### src/rtl/state_machine_pkg.sv
// Shared types and constants for the overlapping 0101 sequence detector.
// The transition function lives here so the detector and any reuse agree on it.
package state_machine_pkg;

  typedef enum logic [2:0] {
    S0 = 3'b000,
    S1 = 3'b001,
    S2 = 3'b010,
    S3 = 3'b011,
    S4 = 3'b100
  } state_e;

  localparam logic [3:0] PATTERN = 4'b0101;

  // PATTERN[3] is the oldest bit. Fallback states on a mismatch are the
  // longest proper suffix of the progress so far that is still a prefix.
  function automatic state_e next_state(input state_e cur, input logic x);
    state_e nxt;
    case (cur)
      S0:      nxt = (x == PATTERN[3]) ? S1 : S0;
      S1:      nxt = (x == PATTERN[2]) ? S2 : S1;
      S2:      nxt = (x == PATTERN[1]) ? S3 : S0;
      S3:      nxt = (x == PATTERN[0]) ? S4 : S1;
      S4:      nxt = (x == PATTERN[1]) ? S3 : S0;
      default: nxt = S0;
    endcase
    return nxt;
  endfunction

endpackage

### src/rtl/state_machine.sv
// Moore-type overlapping detector for the serial pattern 0101.
// y comes straight from a flop that is set whenever the FSM sits in S4.
module state_machine
  import state_machine_pkg::*;
(
  input  logic clk,
  input  logic reset,
  input  logic x,
  output logic y
);

  state_e state_q;
  state_e state_d;
  logic   y_q;
  logic   y_d;

  // y_d looks at the next state so the registered flag tracks S4 exactly.
  always_comb begin
    state_d = next_state(state_q, x);
    y_d     = (state_d == S4);
  end

  always_ff @(posedge clk or negedge reset) begin
    if (!reset) begin
      state_q <= S0;
      y_q     <= 1'b0;
    end else begin
      state_q <= state_d;
      y_q     <= y_d;
    end
  end

  assign y = y_q;

endmodule

### config.mk
export PLATFORM = sky130hd
export DESIGN_NAME = state_machine
export DESIGN_NICKNAME = d
export VERILOG_FILES = /design/src/rtl/state_machine_pkg.sv /design/src/rtl/state_machine.sv
export SDC_FILE = /design/constraint.sdc
export NUM_CORES = 1
export LEC_CHECK = 0
export CAP_MARGIN = 40
export CORE_AREA = 4 4 41 43
export CTS_BUF_LIST = sky130_fd_sc_hd__clkbuf_16
export CTS_CLUSTER_DIAMETER = 100
export CTS_CLUSTER_SIZE = 40
export DETAILED_ROUTE_END_ITERATION = 8
export DIE_AREA = 0 0 45 47
export SETUP_SLACK_MARGIN = 0.05
export SYNTH_ARGS = -nofsm -noshare
export SYNTH_HDL_FRONTEND = slang
export SYNTH_SLANG_ARGS = --single-unit
### constraint.sdc
create_clock -name clk -period 1.5 [get_ports clk]
set_clock_uncertainty 0.2 [all_clocks]
set_input_delay 0.3 -clock clk [delete_from_list [all_inputs] [get_ports clk]]
set_output_delay 0.3 -clock clk [all_outputs]
set_load 0.01 [all_outputs]
==> results.sh, run 1 <==
export IMPL_status="finished, final reports clean"
export IMPL_finalSetupViolations=0
export IMPL_hold_class="in -> async"
export IMPL_synth_edf_count=0
export IMPL_areaGrowthSynthToFinish_pct=83.1
export IMPL_grt_pass1_vias=156
export IMPL_fp_row_count=13
export IMPL_final_max_slew_violation_count=0
export IMPL_drc=0
export IMPL_peakVddDrop_mv=0.259
export IMPL_synth_distinct_cells=7
export IMPL_seqPwrFrac_pct=22.0
export IMPL_critPathMaxStageDelay_ns=0.36
export IMPL_setup_tns_ns=0
export IMPL_startpoint_type="flip-flop"
export IMPL_root_buffer="clkbuf_16"
export IMPL_dieHeight_um=47
export IMPL_p_sw_share_pct=16.0
export IMPL_htree_levels=1
export IMPL_tightest_slew_ns=0.257
export IMPL_yosysWarningCount=0
export IMPL_end_kind="output port"
export IMPL_grt_max_degree=5
export IMPL_drive_gt1_share_pct=16.7
export IMPL_nNetsFinal=23
export IMPL_syn_nets=15
export IMPL_crit_path_cell_trace="dlygate4sd2_1"
export IMPL_maxCapViolations=0
export IMPL_cts_sinks=4
export IMPL_ant_nets=0
export IMPL_synth_seq_cells=4
export IMPL_cp_max_fo=1
export IMPL_synth_area_leaders="dfrtp_1, nor2_1, o32ai_1"
export IMPL_synth_commonest_cells="dfrtp_1, nor2_1"
export IMPL_p_int_uw=468
export IMPL_routed_wl_um=390
export IMPL_finalCriticalPeriod_ns=1.36
export IMPL_syn_area_per_cell_um2=12.3
export IMPL_rsz0062_at_grt="no"
export IMPL_hold_viol_final=0
export IMPL_seq_area_frac_synth_pct=67.8
export IMPL_p_comb_share_pct=4.2
export IMPL_nFillCells=141
export IMPL_path_class="reg -> out"
export IMPL_netlist_area_leader_share_pct=67.8
export IMPL_p_leak_nw=0.119
export IMPL_finalCritPeriodShare_pct=90.8
export IMPL_start_util_pct=11.3
export IMPL_antennaDiodeCount=0
export IMPL_crit_arrival_ns=0.86
export IMPL_cts_tree="built"
export IMPL_worstPathRequired_ns=1.00
export IMPL_yosys_cell_count_top_type="dfrtp_1"
export IMPL_path_buf_inv=1
export IMPL_relSlewSlack_pct=82.8
export IMPL_cts_buffers=3
export IMPL_antenna_found_initial=0
export IMPL_synthesis_area_um2=148
export IMPL_drt_first_pass_iters=3
export IMPL_dieArea_um2=2120
export IMPL_place_congestion=0.649
export IMPL_drt_iter0_markers=3
export IMPL_routedWlPerCell_um=11.8
export IMPL_cts_setup_buffers=0
export IMPL_grt_usage_pct=5.38
export IMPL_grt_overflow_total=0
export IMPL_fp_coreArea_um2=1300
export IMPL_cp_top_family="flip-flops"
export IMPL_p_sw_uw=89.0
export IMPL_port_buffers=3
export IMPL_fmax_ghz=0.734
export IMPL_holdWs_ns=0.0860
export IMPL_clockPowerShare_pct=73.8
export IMPL_grt_pass1_wl_um=621
export IMPL_vias=112
export IMPL_synthArstFlopShare_pct=100
export IMPL_synth_top_cell_by_area="dfrtp_1"
export IMPL_io_pins=4
export IMPL_power_density_nw_per_um2=2060
export IMPL_avgViaCountPerCell=3.39
export IMPL_synth_cells=12
export IMPL_slowest_stage="dfrtp_1"
export IMPL_clockBufferDepth=2
export IMPL_synth_ff_type="dfrtp_1"
export IMPL_clock_latency_ns=0.22
export IMPL_die_x_um=45
export IMPL_clkSlewWorstSetupHoldPaths_ns=0.03
[repair_timing]
action	in CTS	in global routing
resized for setup	1	0
setup endpoints to repair	1	0
hold buffers	0	0
[layout make-up]
class | instances | area, um^2 | area share, %
multi-input combinational | 7 | 43.8 | 16.2
tap | 15 | 18.8 | 6.94
inverter | 1 | 3.75 | 1.39
timing repair buffer | 3 | 28.8 | 10.6
sequential | 4 | 100 | 37.0
clock buffer | 3 | 75.1 | 27.8
[final timing paths]
path                                        endpoint  slack [ns]                  from  depth (start not counted)
worst max-delay path                               y        0.14           y$_DFF_PN0_                          1
worst min-delay path            state_q[0]$_DFF_PN0_        0.09                 reset                          1
worst max register to register  state_q[1]$_DFF_PN0_        0.37  state_q[1]$_DFF_PN0_                          2
worst min register to register  state_q[1]$_DFF_PN0_        0.33  state_q[0]$_DFF_PN0_                          1
max in group asynchronous                y$_DFF_PN0_        0.84                 reset                          1
min in group clk                state_q[1]$_DFF_PN0_        0.33  state_q[0]$_DFF_PN0_                          1
[sequential cells by signal (all words and copies together) (netlist names)]
signal / cells
state_q: 3
y: 1
[layout by cell type, fill, tap and decap left out]
master / synthesis / final
dfrtp_1: 4 / 4
clkbuf_16: 0 / 3
nand3b_1: 1 / 1
o32ai_1: 1 / 1
o21a_1: 1 / 1
xnor2_1: 1 / 1
dlygate4sd2_1: 0 / 1
clkdlybuf4s50_1: 0 / 2
nor2_1: 3 / 3
inv_1: 1 / 1
[logic make-up (layout without fill, tap and decap cells)]
logic type      count (synthesis)  count (layout)  share of synthesized area [%]
buf+inv                         1               7                           2.54
flops                           4               4                           67.8
simple gates                    4               4                           12.7
xor+xnor                        1               1                           5.93
compound gates                  2               2                           11.0
[power groups by stage]
stage	clock, mW	sequential (mW)	combinational [mW]
6_report	0.411	0.123	0.0233
3_3_place_gp	0	0.122	0.0215
4_1_cts	0.418	0.123	0.0241
3_5_place_dp	0	0.124	0.0247
5_1_grt	0.424	0.124	0.0259
2_1_floorplan	0	0.122	0.0110
[per-layer routing]
layer | part of all wire, % | track usage [%] | up-vias
li1 | - | - | 52
met1 | 26 | 2.97 | 51
met2 | 56 | 7.91 | 7
met3 | 12 | 4.60 | 2
met4 | 5.1 | 8.77 | 0
met5 | 0 | 0 | -
[per-stage QoR]
stage	cells	worst slack, ns	power, mW	util, %	area [um^2]
5_1_grt	33	0.116	0.574	20.8	270
2_1_floorplan	12	0.497	0.133	-	148
4_1_cts	33	0.131	0.565	20.8	270
6_report	33	0.138	0.557	20.8	270
3_5_place_dp	30	0.0651	0.149	15.1	196
3_3_place_gp	30	0.161	0.144	15.1	196
(Power assumes the default switching activity.)
==> inputs of run 2 (changes only) <==
==> constraint.sdc (replaced) <==
create_clock -name clk -period 1.76 [get_ports clk]
set_clock_uncertainty 0.2 [all_clocks]
set_input_delay 0.352 -clock clk [delete_from_list [all_inputs] [get_ports clk]]
set_output_delay 0.352 -clock clk [all_outputs]
set_load 0.01 [all_outputs]
==> results.sh, run 2 (synthesis results as in run 1) <==
export IMPL_status="finished, final reports clean"
export IMPL_place_congestion=0.649
export IMPL_root_buffer="clkbuf_16"
export IMPL_areaGrowthSynthToFinish_pct=83.9
export IMPL_clkSlewWorstSetupHoldPaths_ns=0.03
export IMPL_slowest_stage="clkdlybuf4s50_1"
export IMPL_p_leak_nw=0.114
export IMPL_startpoint_type="flip-flop"
export IMPL_io_pins=4
export IMPL_avgViaCountPerCell=3.42
export IMPL_clock_latency_ns=0.22
export IMPL_die_x_um=45
export IMPL_crit_arrival_ns=1.07
export IMPL_regToRegSetupSlack_ns=0.63
export IMPL_power_density_nw_per_um2=1750
export IMPL_peakVddDrop_mv=0.221
export IMPL_holdWs_ns=0.138
export IMPL_grt_usage_pct=5.38
export IMPL_maxCapViolations=0
export IMPL_crit_path_cell_trace="clkdlybuf4s50_1"
export IMPL_cts_resized=0
export IMPL_cp_top_family="buffers and inverters"
export IMPL_cts_setup_buffers=0
export IMPL_ant_nets=0
export IMPL_drt_first_pass_iters=3
export IMPL_grt_pass1_wl_um=621
export IMPL_fin_ws_ns=0.134
export IMPL_finalCritPeriodShare_pct=92.4
export IMPL_routed_wl_um=387
export IMPL_clockBufferDepth=2
export IMPL_htree_levels=1
export IMPL_finalSetupViolations=0
export IMPL_path_class="reg -> out"
export IMPL_fp_coreArea_um2=1300
export IMPL_fp_row_count=13
export IMPL_ff2ff_path_depth=2
export IMPL_gr_usage_met1_pct=2.97
export IMPL_mostFrequentLayoutCell="dfrtp_1"
export IMPL_fmax_ghz=0.615
export IMPL_hold_buffers=0
export IMPL_cts_sinks=4
export IMPL_largest_reg_flops=3
export IMPL_port_buffers=3
export IMPL_rsz0062_at_grt="no"
export IMPL_busiest_layer="met4"
export IMPL_grt_overflow_total=0
export IMPL_grt_max_degree=5
export IMPL_cp_max_fo=1
export IMPL_start_util_pct=11.3
export IMPL_routedWlPerCell_um=11.7
export IMPL_path_buf_inv=1
export IMPL_cts_buffers=3
export IMPL_antennaDiodeCount=0
export IMPL_finalCriticalPeriod_ns=1.63
export IMPL_hold_class="in -> async"
export IMPL_grt_pass1_vias=156
export IMPL_nNetsFinal=23
export IMPL_pre_cts_slack_ns=0.273
export IMPL_top_register="state_q"
export IMPL_final_cell_mix="dfrtp_1, nor2_1, clkbuf_16, clkdlybuf4s50_1"
export IMPL_r2r_end="state_q[1]$_DFF_PN0_"
export IMPL_vias=113
export IMPL_cts_tree="built"
export IMPL_antenna_found_initial=0
export IMPL_met3_usage_pct=4.60
export IMPL_gr_usage_met2_pct=7.91
export IMPL_dieHeight_um=47
export IMPL_worstPathRequired_ns=1.21
export IMPL_drive_gt1_share_pct=16.7
export IMPL_drc=0
export IMPL_drt_iter0_markers=3
export IMPL_critPathMaxStageDelay_ns=0.53
export IMPL_r2r_start="state_q[1]$_DFF_PN0_"
export IMPL_end_kind="output port"
export IMPL_hold_viol_final=0
export IMPL_relSlewSlack_pct=82.8
export IMPL_setup_tns_ns=0
export IMPL_dieArea_um2=2120
export IMPL_tightest_slew_ns=0.257
export IMPL_final_max_slew_violation_count=0
-- run 2: cell count changes in the layout (fill, tap and decap cells not counted), sizes merged --
cell / previous run / this run
clkdlybuf4s50: 2 / 3
dlygate4sd2: 1 / 0
-- run 2: layout make-up --
cell class	instances	area [um^2]
Fill cell	140	1030
Sequential cell	4	100
Clock buffer	3	75.1
Multi-Input combinational cell	7	43.8
Timing Repair Buffer	3	30.0
Tap cell	15	18.8
Inverter	1	3.75
-- run 2: routing by layer --
metal | share of wire, % | wire, um
met4 | 5.2 | 20
met1 | 27 | 104
met5 | 0 | 0
met2 | 57 | 220
met3 | 11 | 42
-- run 2: worst register-to-register path, delay by kind of cell (launching register included) --
kind	cells	cell delay (ns)
xor+xnor	1	0.16
compound gates	1	0.25
flops	1	0.41
-- run 2: stage by stage --
stage	total power, mW	util, %	area [um^2]	instances
2_1_floorplan	0.114	-	148	12
3_3_place_gp	0.122	15.1	196	30
3_5_place_dp	0.127	15.1	196	30
4_1_cts	0.482	20.9	272	33
5_1_grt	0.490	20.9	272	33
6_report	0.476	20.9	272	33
-- run 2: how the worst max path moves through the flow --
| stage | startpoint | depth (start not counted) | to | slack (ns) |
|---|---|---|---|---|
| after global placement | x | 3 | state_q[1]$_DFF_PN0_ | 0.37 |
| after detailed placement | x | 3 | state_q[1]$_DFF_PN0_ | 0.27 |
| final | y$_DFF_PN0_ | 1 | y | 0.13 |
| after CTS | y$_DFF_PN0_ | 1 | y | 0.12 |
| after floorplan | state_q[1]$_DFF_PN0_ | 2 | state_q[1]$_DFF_PN0_ | 0.76 |
| after global routing | y$_DFF_PN0_ | 1 | y | 0.09 |
-- run 2: report_power, final --
group	internal, mW	switching [mW]
clock network	0.290	0.0606
logic	0.0112	0.00918
registers	0.0986	0.00607
